==> src/rtl/seq_multiplier.sv <==
// Shift-add multiplier: one partial product per cycle, WIDTH cycles from accepted start to done.
// Signed mode multiplies magnitudes and negates the final sum; en_mult is ignored while busy.
module seq_multiplier #(
  parameter int WIDTH = 32
) (
  input  logic             clock,
  input  logic             reset,
  input  logic             en_mult,
  input  logic             is_signed,
  input  logic [WIDTH-1:0] a,
  input  logic [WIDTH-1:0] b,
  output logic [WIDTH-1:0] product_hi,
  output logic [WIDTH-1:0] product_lo,
  output logic             busy,
  output logic             done
);

  localparam int CW = (WIDTH > 1) ? $clog2(WIDTH) : 1;
  localparam logic [CW-1:0] LAST = CW'(WIDTH - 1);

  typedef enum logic [1:0] {S_IDLE, S_RUN, S_DONE} state_t;

  state_t               r_state;
  state_t               w_next;
  logic [2*WIDTH-1:0]   r_acc;
  logic [2*WIDTH-1:0]   r_mcand;
  logic [WIDTH-1:0]     r_mplier;
  logic                 r_neg;
  logic [CW-1:0]        r_cnt;
  logic [WIDTH-1:0]     w_mag_a;
  logic [WIDTH-1:0]     w_mag_b;
  logic [2*WIDTH-1:0]   w_sum;
  logic [2*WIDTH-1:0]   w_result;
  logic                 w_start;
  logic                 w_last;

  // Negating the most-negative value wraps back to itself, which read unsigned is the correct magnitude.
  assign w_mag_a  = (is_signed && a[WIDTH-1]) ? -a : a;
  assign w_mag_b  = (is_signed && b[WIDTH-1]) ? -b : b;
  assign w_sum    = r_acc + (r_mplier[0] ? r_mcand : '0);
  assign w_result = r_neg ? -w_sum : w_sum;
  assign w_start  = en_mult && (r_state != S_RUN);
  assign w_last   = (r_state == S_RUN) && (r_cnt == LAST);

  assign busy = (r_state == S_RUN);
  assign done = (r_state == S_DONE);

  always_ff @(posedge clock) begin
    if (reset) begin
      r_state <= S_IDLE;
    end else begin
      r_state <= w_next;
    end
  end

  always_comb begin
    w_next = r_state;
    case (r_state)
      S_IDLE:  w_next = en_mult ? S_RUN : S_IDLE;
      S_RUN:   w_next = (r_cnt == LAST) ? S_DONE : S_RUN;
      S_DONE:  w_next = en_mult ? S_RUN : S_IDLE;
      default: w_next = S_IDLE;
    endcase
  end

  // Multiplicand shifts left and multiplier right each step, so bit 0 is always the current bit.
  always_ff @(posedge clock) begin
    if (reset) begin
      r_acc      <= '0;
      r_mcand    <= '0;
      r_mplier   <= '0;
      r_neg      <= 1'b0;
      r_cnt      <= '0;
      product_hi <= '0;
      product_lo <= '0;
    end else if (w_start) begin
      r_mcand  <= {{WIDTH{1'b0}}, w_mag_a};
      r_mplier <= w_mag_b;
      r_neg    <= is_signed && (a[WIDTH-1] ^ b[WIDTH-1]);
      r_acc    <= '0;
      r_cnt    <= '0;
    end else if (r_state == S_RUN) begin
      r_acc    <= w_sum;
      r_mcand  <= r_mcand << 1;
      r_mplier <= r_mplier >> 1;
      r_cnt    <= r_cnt + CW'(1);
      if (w_last) begin
        {product_hi, product_lo} <= w_result;
      end
    end
  end

endmodule

==> config.mk <==
export PLATFORM = sky130hd
export DESIGN_NAME = seq_multiplier
export DESIGN_NICKNAME = d
export VERILOG_FILES = /design/src/rtl/seq_multiplier.sv
export SDC_FILE = /design/constraint.sdc
export NUM_CORES = 1
export LEC_CHECK = 0
export BUFFER_PORTS_ARGS = -buffer_cell sky130_fd_sc_hd__buf_4
export CAP_MARGIN = 10
export CORE_UTILIZATION = 60
export CTS_CLUSTER_DIAMETER = 80
export CTS_CLUSTER_SIZE = 25
export DETAILED_ROUTE_END_ITERATION = 7
export MAX_ROUTING_LAYER = met4
export PLACE_DENSITY = 0.82
export SKIP_LAST_GASP = 1
export SYNTH_ARGS = -nofsm -noshare
export SYNTH_HDL_FRONTEND = slang
export SYNTH_SLANG_ARGS = --single-unit
==> constraint.sdc <==
create_clock -name clock -period 9.4 [get_ports clock]
set_input_delay 2.35 -clock clock [delete_from_list [all_inputs] [get_ports clock]]
set_output_delay 2.35 -clock clock [all_outputs]
set_load 0.01 [all_outputs]
======== Word-level counts from Yosys, hierarchy flattened ========
Cells that the tools add are included.
operators by class
  equality and inequality tests ........... 4
  bitwise gates (word level) .............. 2
  add/sub/neg operators ................... 5
  multiplexer cells ....................... 11
  reductions and logical operators ........ 10
operators by type and width
  kind                   number
  $mux W32               6
  $mux W64               2
  $add A64 B64 Y64       1
  $neg A32 Y32           2
  $neg A64 Y64           1
  $add A5 B1 Y5 const B  1
  $eq A5 B5 Y1 const B   1
  $logic_and A1 B1 Y1    5
  $pmux W2 S2            1
  $reduce_or A2 Y1       2
  $reduce_and A3 Y1      1
  $eq A2 B1 Y1 const B   1
  $eq A2 B2 Y1 const B   1
  $logic_not A2 Y1       1
  $mux W2                1
  $ne A2 B1 Y1 const B   1
  $reduce_bool A2 Y1     1
  $mux W1                1
  $not A1 Y1             1
  $xor A1 B1 Y1          1
storage, ports and cells
  word-level logic and storage cells ...... 41
  register bits ........................... 232
  output and inout port bits .............. 66
  bits of input ports ..................... 68

======== Longest topological paths before layout ========
  depth in word-level cells ............... 4
  depth in mapped cells ................... 19
  mapped depth without buffers ............ 16

======== Worst setup path after synthesis ========
No wires, ideal clock.
  path type ............................... input to register
  start point ............................. in b[10]
  end point ............................... reg r_mplier[29]
  data arrival time ....................... 4.586 ns
  stages .................................. 11
  slack ................................... 4.687 ns
  library setup time ...................... 0.128 ns
  buffers on the path ..................... 0
  data required time ...................... 9.272 ns
  path through ............................ or4_1 > nor2_1 > nand3b_1 > nor2_1 > nand2_1 > or4_1 > o41ai_1 > xor2_1 > a211oi_1 > a21oi_1 > nor2_1
between the ends
  cells in the longest elaborated chain, start to end .. 3
RTL lines
  what                  RTL line  source
  start, declared       11        input logic [WIDTH-1:0] b,
  $neg A32 Y32          39        assign w_mag_b = (is_signed && b[WIDTH-1]) ? -b : b;
  $mux W32              39
  $mux W32              76        end else if (w_start) begin
  end signal, assigned  78        r_mplier <= w_mag_b;
  end signal, assigned  85        r_mplier <= r_mplier >> 1;
  end, declared         27        logic [WIDTH-1:0] r_mplier;
Every way passes these cells.
A chain may end at the register's enable or synchronous reset.

======== Final worst setup path ========
  start point ............................. reg r_mplier[0]
  end point ............................... reg product_hi[16]
between the ends
  cells in the longest elaborated chain, start to end .. 4
RTL lines
  what                  RTL line  source
  $mux W64 (*)          40        assign w_sum = r_acc + (r_mplier[0] ? r_mcand : '0);
  $add A64 B64 Y64 (*)  40
  $neg A64 Y64          41        assign w_result = r_neg ? -w_sum : w_sum;
  $mux W64 (*)          41
  end signal, assigned  88        {product_hi, product_lo} <= w_result;
  end, declared         12        output logic [WIDTH-1:0] product_hi,
Mark *: on every way between the ends. The rest lies on a longest branch, timed or not.

==> metrics.md <==
| Metric | Value |
|---|---|
| Die Y | `about 170 µm` |
| Final TNS setup | `0 ns` |
| PD cells | `roughly 120 nW/µm²` |
| Initial antenna violation count | `0` |
| Final #Nets | `~2400` |
| Worst-path maximum fanout | `64` |
| Overall power | `around 2.2 mW` |
| RSZ-0062 raised after global routing | `no` |
| PostCTS Resize Cnt | `0` |
| Fmax | `between 150 and 200 MHz` |
| CTS tree | `built` |
| Sequential area share after synthesis | `between 20% and 30%` |
| DR pass1 iterations | `6` |
| CTS HTree Levels | `1` |
| GP Congestion | `~1.1` |
| Worst setup path class | `flop to flop` |
| Tot GR Track Use | `35.9%` |
| Routed wire length per instance | `between 15 and 20 µm` |
| Asr flop ratio synth | `0%` |
| Longest Clk Path Bufs | `3` |
| Final Max Slew Viols | `0` |
| Largest cells by area after synthesis | `dfxtp_1 (28%), a21oi_1 (7.8%), nand2_1 (7.2%), nor2_1 (6.8%), a211oi_1 (5.9%)` |
| Largest net degree at the start of global routing | `113` |
| Max-Cap Viols | `0` |
| Worst-path clk slew | `~0.10 ns` |
| Maximum VDD drop | `about 0.00011 V` |
| Post-synth EDFFs | `0` |
| Yosys top cell by area | `dfxtp_1` |
| Initial Util | `between 60% and 70%` |
| Critical Path AT | `between 6 and 7 ns` |
| Vias after detailed routing | `16963` |
| Run status | `finished clean` |
| Most frequent cells in the layout | `nand2_1 (318), nor2_1 (301), a21oi_1 (258), dfxtp_1 (231), buf_4 (145)` |
| HPWL after DPL | `roughly 38000 µm` |
| Min-delay src | `r_mcand[40]` |
| Clock latency on the worst-skew pair | `0.53 ns` |
| Crit. End Element | `flop` |
| Hold Path Class | `flop to flop` |
| Core area | `27000 µm²` |
| Starting DRT DRC Count | `1606` |
| Most common cell on crit path | `nand3_1` |
| Final worst-path cycle share | `66.3%` |
| Hold Path Sink | `r_mcand[41]` |
| Final Hold Fails | `0` |
| Global-route wire length before repair | `roughly 80000 µm` |
| Final wirelength | `about 51000 µm` |
| PortBufs | `approximately 130` |
| # setup viols final | `0` |
| Number of inserted diodes | `0` |
| Worst reg2reg endpoint | `product_hi[16]` |
| Area Growth Syn to Fin | `8.90%` |
| DR vias/cell | `6.45` |
| Startpoint types | `flop` |
| Syn Nets | `roughly 2400` |
| Clock skew | `~0.031 ns` |
| Hold WS | `around 0.46 ns` |
| Num rows | `60` |
| Post-synthesis cell count | `2268` |
| Slowest CP cell | `o41ai_1` |
| Primary FF master, synth | `dfxtp_1` |
| # IOs | `134` |
| Slew HR | `a little over a fifth` |
| CTS root buf | `clkbuf_16` |
| Worst R2R Setup Slack | `between 3 and 4 ns` |
| Final Cell Area | `approximately 18000 µm²` |
| CTS Sinks | `between 200 and 250` |
| Worst path cell trace | `buf_4, and2_1, ha_1, inv_1, fa_1, nand2b_1, a211oi_2, o21a_1, o21ai_0, a221oi_1, nand3_1, nor4_4, nand3_1, o41ai_1, nand2_1, or2_0, a31o_2` |
| Reg-to-reg startpoint | `r_mplier[0]` |
| Least-Margin Pin Slew | `approximately 1.2 ns` |
| Worst path max stage delay | `roughly 0.84 ns` |
| Final Critical Period | `~6.2 ns` |
| Vias in the first global route | `around 15000` |
| CTS buffer count | `15` |
| Worst-case reg-to-reg path depth | `17` |
| Fraction of layout cells with a size suffix above 1 | `under 10%` |
| Die Wd | `about 170 µm` |
| Synth cell types | `91` |
| Syn Area/Cell | `just over 7 µm²` |
| Synthesized area | `approximately 17000 µm²` |
| Req. time, crit path | `between 9 and 10 ns` |
| Die ar. | `between 20000 and 30000 µm²` |
| Setup repair bufs after CTS | `0` |
| Yosys reg bits | `around 230` |
| P_leak | `around 6.8 nW` |
| Hold depth | `2` |
| # DRC | `0` |
| Synth top area share | `28.1%` |
| Most common cell after layout, fill and taps aside | `nand2_1` |
| Placed cell areas | `approximately 17000 µm²` |
| Synth warn | `0` |
| Grt total ovfl | `0` |
| # hold bufs at CTS | `0` |
| Final ANT Viol Nets | `0` |
worst max path at each step:
| stage | to | depth (start not counted) | slack, ns | from |
|---|---|---|---|---|
| final | product_hi[16] | 17 | 3.17 | r_mplier[0] |
| after global routing | product_hi[16] | 17 | 2.99 | r_mplier[0] |
| after CTS | product_hi[16] | 17 | 3.47 | r_mplier[0] |
| after detailed placement | product_hi[16] | 17 | 3.50 | r_mplier[0] |
| after global placement | product_hi[16] | 17 | 3.59 | r_mplier[0] |
| after floorplan | r_mplier[29] | 11 | 4.69 | b[10] |
flip-flops by register name (all words and copies together) (netlist names):
| name | cells |
|---|---|
| r_neg | 1 |
| r_cnt | 5 |
| r_mplier | 32 |
| r_state | 2 |
| product_lo | 32 |
| product_hi | 32 |
| r_mcand | 64 |
| r_acc | 64 |
Yosys cell counts (12+ instances only):
cell,instances
a21oi_1,258
o21ai_1,23
nor4_1,18
nor3_1,50
o31ai_1,34
nand4_1,40
a311oi_1,12
or4_1,16
o41ai_1,16
nor2_1,301
a211oi_1,129
or3_1,23
xnor2_1,61
a21o_1,18
nand2b_1,13
buf_1,15
nand2_1,318
dfxtp_1,232
inv_1,26
mux2i_1,12
clkbuf_1,122
xor2_1,97
and2_1,79
o21ai_0,79
ha_1,68
o211ai_1,13
nand3_1,25
final cells by class:
type                    instances  area (µm²)
flip-flops and latches        232        4650
fillers                      2417        8970
clock inverters                 8         114
well taps                     341         427
repair buffers                145        1090
inverters                      26         103
clock buffers                  15         375
multi-input cells            1864       11200
report_power, final:
group          switching (mW)  internal [mW]  leakage [nW]  total (mW)
combinational           0.251          0.130          4.68       0.380
sequential             0.0266           1.01          1.88        1.04
clock                   0.397          0.339         0.240       0.736
total                   0.675           1.48          6.80        2.15
metrics by stage:
step	setup WS [ns]	cells	util, %
after detailed placement	3.50	2608	64.9
after CTS	3.47	2631	66.7
after global routing	2.99	2631	66.7
final	3.17	2631	66.7
after global placement	3.59	2608	64.9
after floorplan	4.69	2268	-
cell families after synthesis:
family | Yosys count | share of synthesized area [%]
xor gates and xnor gates | 158 | 8.38
muxes | 13 | 0.796
DFF | 232 | 28.1
buffers and inverters | 172 | 3.98
and+or+nand+nor | 944 | 26.8
AOI/OAI and AO/OA | 680 | 26.6
adders and majority gates | 69 | 5.27
critical path: cells and delay by family (launching register included):
family,cells,cell delay [ns]
AO/OA/AOI/OAI,6,2.42
AND/OR/NAND/NOR,7,2.12
adder cells (fa/ha/maj),2,0.63
buffers and inverters,2,0.57
flip-flops,1,0.35
metal layers:
layer / vias up / wire [µm] / track usage, % / part of all wire (%)
met3: 92 / 4910 / 6.75 / 9.7
li1: 8191 / - / - / -
met1: 7955 / 23100 / 50.3 / 45
met4: 0 / 1300 / 9.81 / 2.6
met5: - / 0 / - / 0
met2: 725 / 21600 / 52.4 / 42
No activity file was read; power rests on OpenSTA's default activity.
